$ cat src/rtl/mem_access_unit_pkg.sv
// Shared definitions for the MEM-stage load/store unit: operation and state
// encodings, plus small decode helpers used by the top and its extractor.
package mem_access_unit_pkg;

  typedef enum logic [3:0] {
    OP_NONE = 4'd0,
    OP_LB   = 4'd1,
    OP_LBU  = 4'd2,
    OP_LH   = 4'd3,
    OP_LHU  = 4'd4,
    OP_LW   = 4'd5,
    OP_SB   = 4'd6,
    OP_SH   = 4'd7,
    OP_SW   = 4'd8
  } op_e;

  typedef enum logic {
    ST_IDLE   = 1'b0,
    ST_RMW_WR = 1'b1
  } state_e;

  // True for any encoding that names a real access (OP_NONE and holes excluded).
  function automatic logic op_is_defined(input logic [3:0] op);
    return (op >= 4'd1) && (op <= 4'd8);
  endfunction

  function automatic logic op_is_load(input logic [3:0] op);
    return (op >= 4'd1) && (op <= 4'd5);
  endfunction

  // Halfword ops need addr[0]=0, word ops need addr[1:0]=0; bytes never fault.
  function automatic logic op_misaligned(input logic [3:0] op, input logic [1:0] addr_lo);
    logic bad;
    bad = 1'b0;
    case (op)
      OP_LH, OP_LHU, OP_SH: bad = addr_lo[0];
      OP_LW, OP_SW:         bad = (addr_lo != 2'b00);
      default:              bad = 1'b0;
    endcase
    return bad;
  endfunction

endpackage

$ cat src/rtl/mem_access_unit_load_extract.sv
// Load data extraction: picks the addressed byte/halfword out of a memory word
// and sign- or zero-extends it. Purely combinational so it can sit on any
// read path (cached MEM stage today, uncached I/O later).
module load_extract
  import mem_access_unit_pkg::*;
#(
  parameter bit LITTLE_ENDIAN = 1'b1
) (
  input  logic [3:0]  i_op,
  input  logic [1:0]  i_addr_lo,
  input  logic [31:0] i_word,
  output logic [31:0] o_data
);

  logic [1:0]  w_byte_pos;
  logic        w_half_pos;
  logic [7:0]  w_byte;
  logic [15:0] w_half;

  // Big-endian simply mirrors the lane index within the word.
  assign w_byte_pos = LITTLE_ENDIAN ? i_addr_lo    : ~i_addr_lo;
  assign w_half_pos = LITTLE_ENDIAN ? i_addr_lo[1] : ~i_addr_lo[1];

  assign w_byte = i_word[{w_byte_pos, 3'b000} +: 8];
  assign w_half = i_word[{w_half_pos, 4'b0000} +: 16];

  // Extend the selected lane according to the load flavour.
  always_comb begin
    o_data = '0;
    case (i_op)
      OP_LB:   o_data = {{24{w_byte[7]}}, w_byte};
      OP_LBU:  o_data = {24'd0, w_byte};
      OP_LH:   o_data = {{16{w_half[15]}}, w_half};
      OP_LHU:  o_data = {16'd0, w_half};
      OP_LW:   o_data = i_word;
      default: o_data = '0;
    endcase
  end

endmodule

$ cat src/rtl/mem_access_unit.sv
// MEM-stage load/store unit in front of a word-wide data memory. Loads and
// word stores complete in one cycle; byte/halfword stores become a read
// (merge captured in r_merge, pipeline stalled) followed by a full-word write.
module mem_access_unit
  import mem_access_unit_pkg::*;
#(
  parameter int ADDR_BITS     = 11,
  parameter bit LITTLE_ENDIAN = 1'b1
) (
  input  logic        clk,
  input  logic        reset,
  input  logic        req_valid,
  input  logic [3:0]  req_op,
  input  logic [31:0] req_addr,
  input  logic [31:0] req_wdata,
  output logic        stall,
  output logic [31:0] rdata,
  output logic        misalign,
  output logic [31:0] bad_vaddr,
  output logic [31:0] mem_addr,
  output logic [31:0] mem_wdata,
  output logic        mem_read,
  output logic        mem_write,
  input  logic [31:0] mem_rdata
);

  state_e      r_state;
  state_e      w_state_next;
  logic [31:0] r_merge;
  logic [31:0] r_bad_vaddr;

  logic        w_op_defined;
  logic        w_misalign;
  logic        w_access;
  logic        w_is_load;
  logic        w_is_sub_store;
  logic        w_is_sb;
  logic [31:0] w_ext_data;
  logic [31:0] w_merged;
  logic [3:0]  w_lane_sel;
  logic [1:0]  w_st_byte_pos;
  logic        w_st_half_pos;

  // Request decode: undefined ops behave exactly like no request.
  assign w_op_defined   = req_valid && op_is_defined(req_op);
  assign w_misalign     = w_op_defined && op_misaligned(req_op, req_addr[1:0]);
  assign w_access       = w_op_defined && !w_misalign;
  assign w_is_load      = op_is_load(req_op);
  assign w_is_sb        = (req_op == OP_SB);
  assign w_is_sub_store = (req_op == OP_SB) || (req_op == OP_SH);

  // Word address split at ADDR_BITS purely for readability; high bits pass
  // through untouched and the memory aliases them.
  assign mem_addr = {req_addr[31:ADDR_BITS], req_addr[ADDR_BITS-1:2], 2'b00};
  assign misalign = w_misalign;
  assign bad_vaddr = r_bad_vaddr;

  load_extract #(
    .LITTLE_ENDIAN (LITTLE_ENDIAN)
  ) u_load_extract (
    .i_op      (req_op),
    .i_addr_lo (req_addr[1:0]),
    .i_word    (mem_rdata),
    .o_data    (w_ext_data)
  );

  // Only a granted load in IDLE drives rdata; everything else reads as zero.
  assign rdata = (r_state == ST_IDLE && w_access && w_is_load) ? w_ext_data : 32'd0;

  // Store merge: replace the addressed lane(s) of the read word with store data.
  assign w_st_byte_pos = LITTLE_ENDIAN ? req_addr[1:0] : ~req_addr[1:0];
  assign w_st_half_pos = LITTLE_ENDIAN ? req_addr[1]   : ~req_addr[1];

  genvar gi;
  generate
    for (gi = 0; gi < 4; gi++) begin : g_lane
      // Within a halfword field the even lane always holds wdata[7:0].
      localparam bit HIGH_IN_HALF = (gi % 2) == 1;
      logic [7:0] w_lane_data;
      assign w_lane_sel[gi] = w_is_sb ? (w_st_byte_pos == 2'(gi))
                                      : (w_st_half_pos == 1'(gi / 2));
      assign w_lane_data = (!w_is_sb && HIGH_IN_HALF) ? req_wdata[15:8] : req_wdata[7:0];
      assign w_merged[8*gi +: 8] = w_lane_sel[gi] ? w_lane_data : mem_rdata[8*gi +: 8];
    end
  endgenerate

  // Next-state and memory-control decode; stall never looks at mem_rdata.
  always_comb begin
    w_state_next = r_state;
    stall        = 1'b0;
    mem_read     = 1'b0;
    mem_write    = 1'b0;
    mem_wdata    = 32'd0;
    case (r_state)
      ST_IDLE: begin
        if (w_access) begin
          if (w_is_load) begin
            mem_read = 1'b1;
          end else if (w_is_sub_store) begin
            mem_read     = 1'b1;
            stall        = 1'b1;
            w_state_next = ST_RMW_WR;
          end else begin
            mem_write = 1'b1;
            mem_wdata = req_wdata;
          end
        end
      end
      ST_RMW_WR: begin
        mem_write    = 1'b1;
        mem_wdata    = r_merge;
        w_state_next = ST_IDLE;
      end
      default: w_state_next = ST_IDLE;
    endcase
  end

  // State register; reset abandons any pending RMW write.
  always_ff @(posedge clk or posedge reset) begin
    if (reset) begin
      r_state <= ST_IDLE;
    end else begin
      r_state <= w_state_next;
    end
  end

  // Capture the merged word during the read half of a sub-word store.
  always_ff @(posedge clk or posedge reset) begin
    if (reset) begin
      r_merge <= 32'd0;
    end else if (r_state == ST_IDLE && w_access && w_is_sub_store) begin
      r_merge <= w_merged;
    end
  end

  // Remember the address of the most recent misaligned request.
  always_ff @(posedge clk or posedge reset) begin
    if (reset) begin
      r_bad_vaddr <= 32'd0;
    end else if (w_misalign) begin
      r_bad_vaddr <= req_addr;
    end
  end

endmodule

$ cat config.mk
export PLATFORM = sky130hd
export DESIGN_NAME = mem_access_unit
export DESIGN_NICKNAME = d
export VERILOG_FILES = /design/src/rtl/mem_access_unit_pkg.sv /design/src/rtl/mem_access_unit_load_extract.sv /design/src/rtl/mem_access_unit.sv
export SDC_FILE = /design/constraint.sdc
export NUM_CORES = 1
export LEC_CHECK = 0
export ABC_CLOCK_PERIOD_IN_PS = 3300
export CAP_MARGIN = 20
export CORE_AREA = 2 2 105 107
export CTS_CLUSTER_SIZE = 25
export DETAILED_ROUTE_END_ITERATION = 8
export DIE_AREA = 0 0 107 109
export MAX_ROUTING_LAYER = met4
export PLACE_DENSITY = 0.86
export SYNTH_ARGS = -nofsm -noshare
export SYNTH_HDL_FRONTEND = slang
export SYNTH_SLANG_ARGS = --single-unit
$ cat constraint.sdc
create_clock -name clk -period 3.3 [get_ports clk]
set_input_delay 0.33 -clock clk [delete_from_list [all_inputs] [get_ports clk]]
set_output_delay 0.33 -clock clk [all_outputs]
set_load 0.02 [all_outputs]
Yosys cells after proc, flatten, opt, wreduce, memory -nomap -nowiden
Index checks and enable logic that the tools add are counted.
{ "op_classes": {"magnitude_cmp": 3, "muxes": 28, "bitwise": 2, "shifts": 2, "reduce_logical": 14, "eq_ne": 11} }
{ "op_table": {"columns": ["op", "n"], "rows": [
  ["one-hot mux 32 bit (5 select lines)", 1],
  ["two-way mux 32 bit", 4],
  ["one-hot mux 32 bit (2 select lines)", 1],
  ["two-way mux 8 bit", 5],
  ["variable part select 32 x 6 -> 16 bit", 1],
  ["variable part select 32 x 6 -> 8 bit", 1],
  ["equality test 4 x 3 -> 1 bit, second input constant", 4],
  ["two-way mux 1 bit", 14],
  ["equality test 4 x 2 -> 1 bit, second input constant", 2],
  ["logical AND 1 bit", 8],
  ["one-hot mux 1 bit (2 select lines)", 3],
  ["equality test 2 bit, second input constant", 2],
  ["equality test 4 x 1 -> 1 bit, second input constant", 1],
  ["equality test 4 bit, second input constant", 1],
  ["greater-or-equal comparator 4 x 1 -> 1 bit, second input constant", 1],
  ["<= comparator 4 x 3 -> 1 bit, second input constant", 1],
  ["<= comparator 4 bit, second input constant", 1],
  ["OR reduction 3 bit", 1],
  ["equality test 2 x 1 -> 1 bit, second input constant", 1],
  ["zero test 2 bit", 1],
  ["NOT 1 bit", 2],
  ["nonzero test 2 bit", 1],
  ["OR reduction 2 bit", 1],
  ["zero test 1 bit", 1],
  ["logical OR 1 bit", 1]
]} }
{ "word_totals": {"in_bits": 103, "register_bits": 65, "elab_cells": 63} }

Logic depth before layout (Yosys ltp)
Gate-level depths: netlist of the first run.
{ "logic_depth": {"depth_word": 9, "mapped_depth": 7, "depth_no_buf": 4} }

Modules after synthesis
Synthesis of the first run repeated with hierarchy kept, for this count alone.
{ "hier_totals": {"hier_cells": 504, "hier_area_um2": 4524.3} }
{ "by_module_without_submodules": {"columns": ["module", "area_each_um2", "cells_per_inst", "n_inst"], "rows": [
  ["mem_access_unit", 3776.1, 391, 1],
  ["load_extract", 748.2, 113, 1]
]} }

Worst setup path before layout of the first run
Ideal clock, no wire load.
{ "synth_path": {"path_type": "in2out", "startpoint": "input req_op[3]", "endpoint": "output rdata[21]", "path_stages": 7, "t_required_ns": 2.970, "arrival_ns": 2.003, "path_slack_ns": 0.967, "cell_sequence": "buf_2 > buf_2 > nor4bb_1 > buf_2 > clkbuf_1 > nand2_1 > a211oi_1"} }
{ "synth_via": {"elab_chain_cells": 9, "elab_cells_between_ends": 23} }
{ "synth_rtl": {"columns": ["element", "line_no", "rtl"], "rows": [
  ["start: declaration", "mem_access_unit.sv:13", "input logic [3:0] req_op,"],
  ["equality test 4 x 3 -> 1 bit, or another cell as far along", "mem_access_unit_pkg.sv:35", "case (op)"],
  ["OR reduction 3 bit, or another cell as far along", "mem_access_unit_pkg.sv:35", null],
  ["one-hot mux 1 bit (2 select lines) / logical AND 1 bit (equally long branches)", "mem_access_unit_pkg.sv:35, mem_access_unit.sv:45", null],
  ["logical AND 1 bit", "mem_access_unit.sv:46", "assign w_misalign = w_op_defined && op_misaligned(req_op, req_addr[1:0]);"],
  ["zero test 1 bit", "mem_access_unit.sv:47", "assign w_access = w_op_defined && !w_misalign;"],
  ["logical AND 1 bit", "mem_access_unit.sv:47", null],
  ["logical AND 1 bit (2 in series)", "mem_access_unit.sv:68", "assign rdata = (r_state == ST_IDLE && w_access && w_is_load) ? w_ext_data : 32'd0;"],
  ["two-way mux 32 bit *", "mem_access_unit.sv:68", null],
  ["end: declaration", "mem_access_unit.sv:17", "output logic [31:0] rdata,"]
]} }
Every way passes the cells marked *; elsewhere a longest branch is shown, timed or not.

Final worst setup path of the first run
{ "layout_path": {"startpoint": "input req_op[2]", "endpoint": "output rdata[5]"} }
Same word-level chain as after synthesis.

==> results of run 1 <==
## synthesized netlist by cell type, types with 2 or more instances
cell type / number
inv_1: 5
buf_1: 2
nand2_1: 17
nand4_1: 2
dfrtp_1: 65
a222oi_1: 3
nor2b_1: 2
o211ai_1: 3
buf_6: 5
nand2b_1: 2
nor2_1: 5
a21boi_2: 2
clkbuf_1: 12
o21ai_1: 3
nor3_1: 13
mux2_1: 29
a22oi_1: 4
mux2i_1: 5
mux2_2: 76
a22o_1: 32
o2bb2ai_1: 4
mux4_2: 4
a211oi_1: 21
buf_2: 13
a21oi_2: 3
buf_4: 34
a221oi_1: 8
## worst paths after layout
path                            endpoint    startpoint  slack (ns)
max                             rdata[5]     req_op[2]        0.10
min                        bad_vaddr[16]         reset        0.47
max reg2reg                  r_merge[14]       r_state        1.69
min reg2reg                 bad_vaddr[3]  bad_vaddr[3]        0.49
max in group asynchronous     r_merge[1]         reset        2.12
min in group clk            bad_vaddr[3]  bad_vaddr[3]        0.49
## sequential cells by signal, indices dropped and copies added (netlist names)
register	flops
bad_vaddr	32
r_merge	32
r_state	1
## layout make-up
type / instances / area, um2
tap: 140 / 175
clock inverter: 7 / 47.5
timing repair buffer: 260 / 2580
fill: 832 / 3580
inverter: 5 / 18.8
clock buffer: 9 / 124
multi-input combinational: 264 / 2450
sequential: 65 / 1630
## metrics by stage
stage / area, um2 / hold slack, ns / util / cells
2_1_floorplan: 4510 / 0.465 / - / 400
3_3_place_gp: 6850 / 0.468 / 0.646 / 734
3_5_place_dp: 6850 / 0.476 / 0.646 / 734
4_1_cts: 7020 / 0.483 / 0.662 / 750
5_1_grt: 7020 / 0.508 / 0.662 / 750
6_report: 7020 / 0.465 / 0.662 / 750
## power breakdown
| group | switching (mW) | leakage [nW] | internal [mW] |
|---|---|---|---|
| clock network | 0.316 | 0.0850 | 0.270 |
| logic | 0.542 | 1.82 | 0.632 |
| registers | 0.127 | 0.785 | 1.03 |
| total | 0.985 | 2.69 | 1.93 |
## worst reg2reg max path, stage by stage (launching register included)
cell,delay [ns]
dfrtp_1,0.38
nand2b_1,0.17
nor2_1,0.14
nand4_1,0.16
buf_4,0.30
mux2_2,0.34
## metal layers
layer  vias up  share of wire  global-route usage
li1       1909              -                   -
met1      2071           0.40               0.336
met2       216           0.51               0.439
met3        28          0.075              0.0389
met4         0          0.018              0.0788
met5         -              0                   -
## logic make-up after synthesis
kind of cell	Yosys count
AOI/OAI and AO/OA	90
xor gates and xnor gates	2
DFF	65
muxes	114
buffers and inverters	71
and+or+nand+nor	56
other	1
==> results by group, run 1 <==
Route
  • Drt wl/cell: 20.5 um
  • Via density: 5.63
  • Initial DRT Pass Iterations: 5
  • DRC violations left: 0
  • Post-route antenna net violation count: 0
  • Final wirelength: 15400 um
  • Initial DRC Count: 286
  • Vias: 4224

Synthesis
  • Synth unique cells: 52
  • Yosys reg bits: 65
  • Warnings from Yosys: 0
  • Post-Synthesis Cell Area: 4510 um2
  • Synth Instances: 399
  • Simple-gate portion of the synthesized area: 0.0708
  • Post-synthesis compound-gate area fraction: 0.171
  • Post-Synth Adder-Cell Area: 0
  • Synth Area per Inst: 11.3 um2
  • Post-synth top area share: 0.361
  • Largest family of logic cells by synthesized area: multiplexers
  • Sequential area share after synthesis: 0.361
  • Post-synth EDFFs: 0
  • Post-synthesis mux area share: 0.293
  • Top FF cell, synth: dfrtp_1
  • Async S/R FF share, synth: 1.00
  • Cell taking the most area after synthesis: dfrtp_1
  • Synth Area in XOR/XNOR: 0.00388
  • Top post-synthesis cells by area: dfrtp_1 36%, mux2_2 19%, mux2_1 7.2%

Clock network
  • CTS tree: done
  • Max Root-Sink Buffers: 2
  • CTS root buf: clkbuf_8
  • Num CTS Buffers: 9
  • Post-cts hold buffer count: 0
  • Clock sink count: 65
  • Clock Latency Late Sink: 0.33 ns
  • Worst-path clk slew: 0.08 ns
  • # resized after CTS: 0
  • Setup Buffers After CTS: 0
  • H-tree levels: 3

Floorplanning
  • Initial core utilization: 0.425
  • DIE HEIGHT: 109 um
  • I/O pin cnt: 235
  • Core Region: 10600 um2
  • Std-Cell Rows: 38
  • Die ar.: 11700 um2
  • Die width: 107 um

Setup path
  • Crit path largest cell delay: 0.67 ns
  • Bufs and invs on worst path: 4
  • CP endpoint kind: output pin
  • Critical path arrival: 2.87 ns
  • Startpoint Class: input pin
  • Critical-path top delay cell: clkdlybuf4s50_1
  • Kind of critical path: in -> out
  • Worst Reg2Reg Path Length in Cells: 5
  • Cell count along the critical path: 8
  • Worst path required time: 2.97 ns
  • CP Max Fanout: 33
  • Largest delay contributor family on the critical path: buffers and inverters
  • CP Cell Sequence: clkdlybuf4s50_1 -> buf_4 -> and3b_1 -> o211ai_1 -> nand4_1 -> buf_4 -> a211oi_1 -> clkdlybuf4s50_1

Placed design
  • Dpl ws: 0.139 ns
  • IO buf count: 232
  • Placed wire-length estimate: 12000 um
  • RePlAce Congestion: 0.926

Finish
  • Share of post-route cells with drive strength above 1: 0.226
  • Commonest non-fill, non-tap cell in the layout: clkdlybuf4s50_1
  • Area Growth Syn to Fin: 55.7%
  • Antenna diodes: 0
  • Final nets: 708
  • Most frequent cells in the layout: 232 x clkdlybuf4s50_1, 76 x mux2_2, 65 x dfrtp_1

GRT
  • Initial antenna violation count: 0
  • Total GRT Usage: 0.264
  • Number of global-route vias before repair: 4195
  • Largest net degree at the start of global routing: 40
  • Global-route wire length before repair: 23000 um
  • Total gr overflow: 0

Min path
  • Hold WC Path Type: in -> async

STA
  • Clock Skews: 0.00620 ns
  • Final hold vios: 0
  • Rel. slew slack: 0.465
  • Fin crit share: 0.970
  • Least-Margin Pin Slew: 0.802 ns
  • Final critical-path required period: 3.20 ns
  • Fmax achieved: 313 MHz
  • Setup ws final: 0.100 ns
  • Final setup viols: 0
  • RSZ-0062 raised after global routing: no
  • Count of pins over their slew limit: 0
  • Setup TNS: 0 ns

Power and ir drop
  • Final Power: 2.91 mW
  • P per Cell Area: 415 nW/um2
  • Peak supply drop: 0.337 mV
  • Static Leak: 2.69 nW

Run
  • Max Cap Viol: 0

Run status
  • Status: completed
Note: power is estimated with default switching activity, not from simulation.
==> inputs of run 2 (changes only) <==
--- a/config.mk
+++ b/config.mk
@@ -11,6 +11,7 @@
 export CTS_CLUSTER_SIZE = 25
 export DETAILED_ROUTE_END_ITERATION = 8
 export DIE_AREA = 0 0 107 109
+export HOLD_SLACK_MARGIN = 0.06
 export MAX_ROUTING_LAYER = met4
 export PLACE_DENSITY = 0.86
 export SYNTH_ARGS = -nofsm -noshare
==> results of run 2 <==
Final layout, timing and power as in run 1 (identical DEF).
==> inputs of run 3 (changes only) <==
--- a/config.mk
+++ b/config.mk
@@ -13,7 +13,7 @@
 export DIE_AREA = 0 0 107 109
 export HOLD_SLACK_MARGIN = 0.06
 export MAX_ROUTING_LAYER = met4
-export PLACE_DENSITY = 0.86
+export PLACE_DENSITY = 0.9
 export SYNTH_ARGS = -nofsm -noshare
 export SYNTH_HDL_FRONTEND = slang
 export SYNTH_SLANG_ARGS = --single-unit
==> results by group, run 3 (synthesis results as in run 1) <==
Route
  • Drt wl/cell: 20.5 um
  • Final wirelength: 15300 um
  • Post-route antenna net violation count: 0
  • Vias: 4233
  • DRC violations left: 0
  • Via density: 5.67
  • Initial DRT Pass Iterations: 6
  • Initial DRC Count: 255

Finish
  • Post-route cell area: 7000 um2
  • Commonest non-fill, non-tap cell in the layout: clkdlybuf4s50_1
  • Layout Cells excl Fill: 746
  • Antenna diodes: 0
  • Final Util: 0.661
  • Area Growth Syn to Fin: 55.3%
  • Share of post-route cells with drive strength above 1: 0.219
  • Final nets: 704
  • Fill cell count: 829
  • Most frequent cells in the layout: 227 x clkdlybuf4s50_1, 76 x mux2_2, 65 x dfrtp_1

GRT
  • Met3 Resource Use GR: 0.0610
  • Met2 usage: 0.434
  • Initial antenna violation count: 0
  • Number of global-route vias before repair: 4281
  • Largest net degree at the start of global routing: 36
  • M1 GR Usage: 0.319
  • Global-route wire length before repair: 23100 um
  • Total gr overflow: 0
  • Global route hottest layer: met2
  • Total GRT Usage: 0.264

Clock network
  • Num CTS Buffers: 9
  • Clock sink count: 65
  • Post-cts hold buffer count: 0
  • CTS tree: done
  • H-tree levels: 3
  • Clock Latency Late Sink: 0.33 ns
  • Worst-path clk slew: 0.08 ns
  • CTS root buf: clkbuf_8
  • # resized after CTS: 0
  • Setup Buffers After CTS: 0
  • Max Root-Sink Buffers: 2

STA
  • Final critical-path required period: 3.20 ns
  • Fin crit share: 0.969
  • Clock Skews: 0.00991 ns
  • Setup ws final: 0.104 ns
  • Setup TNS: 0 ns
  • Rel. slew slack: 0.566
  • Final hold vios: 0
  • Hold_ws: 0.404 ns
  • Fmax achieved: 313 MHz
  • Count of pins over their slew limit: 0
  • Final setup viols: 0
  • Least-Margin Pin Slew: 0.649 ns
  • RSZ-0062 raised after global routing: no

Placed design
  • IO buf count: 232
  • RePlAce Congestion: 1.03
  • Placed wire-length estimate: 12000 um
  • Inst Count DP: 730
  • Placed cell area: 6800 um2
  • Dpl ws: 0.0874 ns

Min path
  • Hold WC Path Type: in -> async

Power and ir drop
  • P per Cell Area: 427 nW/um2
  • Static Leak: 2.76 nW
  • Final Power: 2.99 mW
  • Peak supply drop: 0.360 mV

Setup path
  • CP Cell Sequence: clkdlybuf4s50_1 -> buf_4 -> and3b_1 -> o211ai_1 -> nand4_1 -> buf_4 -> nor3_1 -> clkdlybuf4s50_1
  • Worst path required time: 2.97 ns
  • Flop-to-flop setup slack: 1.71 ns
  • Critical-path top delay cell: clkdlybuf4s50_1
  • Worst Reg2Reg Path Length in Cells: 5
  • CP endpoint kind: output pin
  • Critical path arrival: 2.87 ns
  • Kind of critical path: in -> out
  • Crit Reg-Reg Startpoint: r_state
  • CP Max Fanout: 33
  • Startpoint Class: input pin
  • RR Endpoint: r_merge[14]
  • Crit path largest cell delay: 0.66 ns

Floorplanning
  • Die width: 107 um
  • Die ar.: 11700 um2
  • I/O pin cnt: 235
  • Initial core utilization: 0.425
  • Core Region: 10600 um2
  • Std-Cell Rows: 38
  • DIE HEIGHT: 109 um

Run
  • Max Cap Viol: 0

Run status
  • Status: completed
==> run 3: power by group <==
group	internal (mW)	total [mW]	switching, mW
sequential	1.03	1.15	0.127
clock	0.367	0.672	0.305
combinational	0.624	1.17	0.541
total	2.02	2.99	0.973
==> run 3: layer usage <==
layer  share of wire  up-vias
li1                -     1895
met1            0.38     2085
met2            0.51      213
met3           0.078       40
met4           0.030        0
met5               0        -
==> run 3: layout make-up <==
cell class | count | area, um2 | area share
inverter | 5 | 18.8 | 0.00268
timing repair buffer | 256 | 2540 | 0.363
multi-input combinational | 264 | 2450 | 0.349
sequential | 65 | 1630 | 0.232
clock buffer | 11 | 141 | 0.0202
clock inverter | 5 | 55.1 | 0.00786
tap | 140 | 175 | 0.0250
==> run 3: how the worst max path moves through the flow <==
| stage | to | depth (start not counted) | slack [ns] | from |
|---|---|---|---|---|
| 6_report | rdata[8] | 8 | 0.10 | req_op[3] |
| 4_1_cts | rdata[12] | 7 | 0.07 | req_op[0] |
| 2_1_floorplan | rdata[21] | 7 | 0.97 | req_op[3] |
| 3_5_place_dp | rdata[12] | 7 | 0.09 | req_op[0] |
| 5_1_grt | rdata[2] | 8 | 0.008 | req_op[3] |
| 3_3_place_gp | rdata[11] | 7 | 0.22 | req_op[0] |
==> run 3: worst max-delay path: cells and delay by family <==
kind	cells	cell delay, ns
buffers and inverters	4	1.62
AOI/OAI and AO/OA	1	0.30
and+or+nand+nor	3	0.61
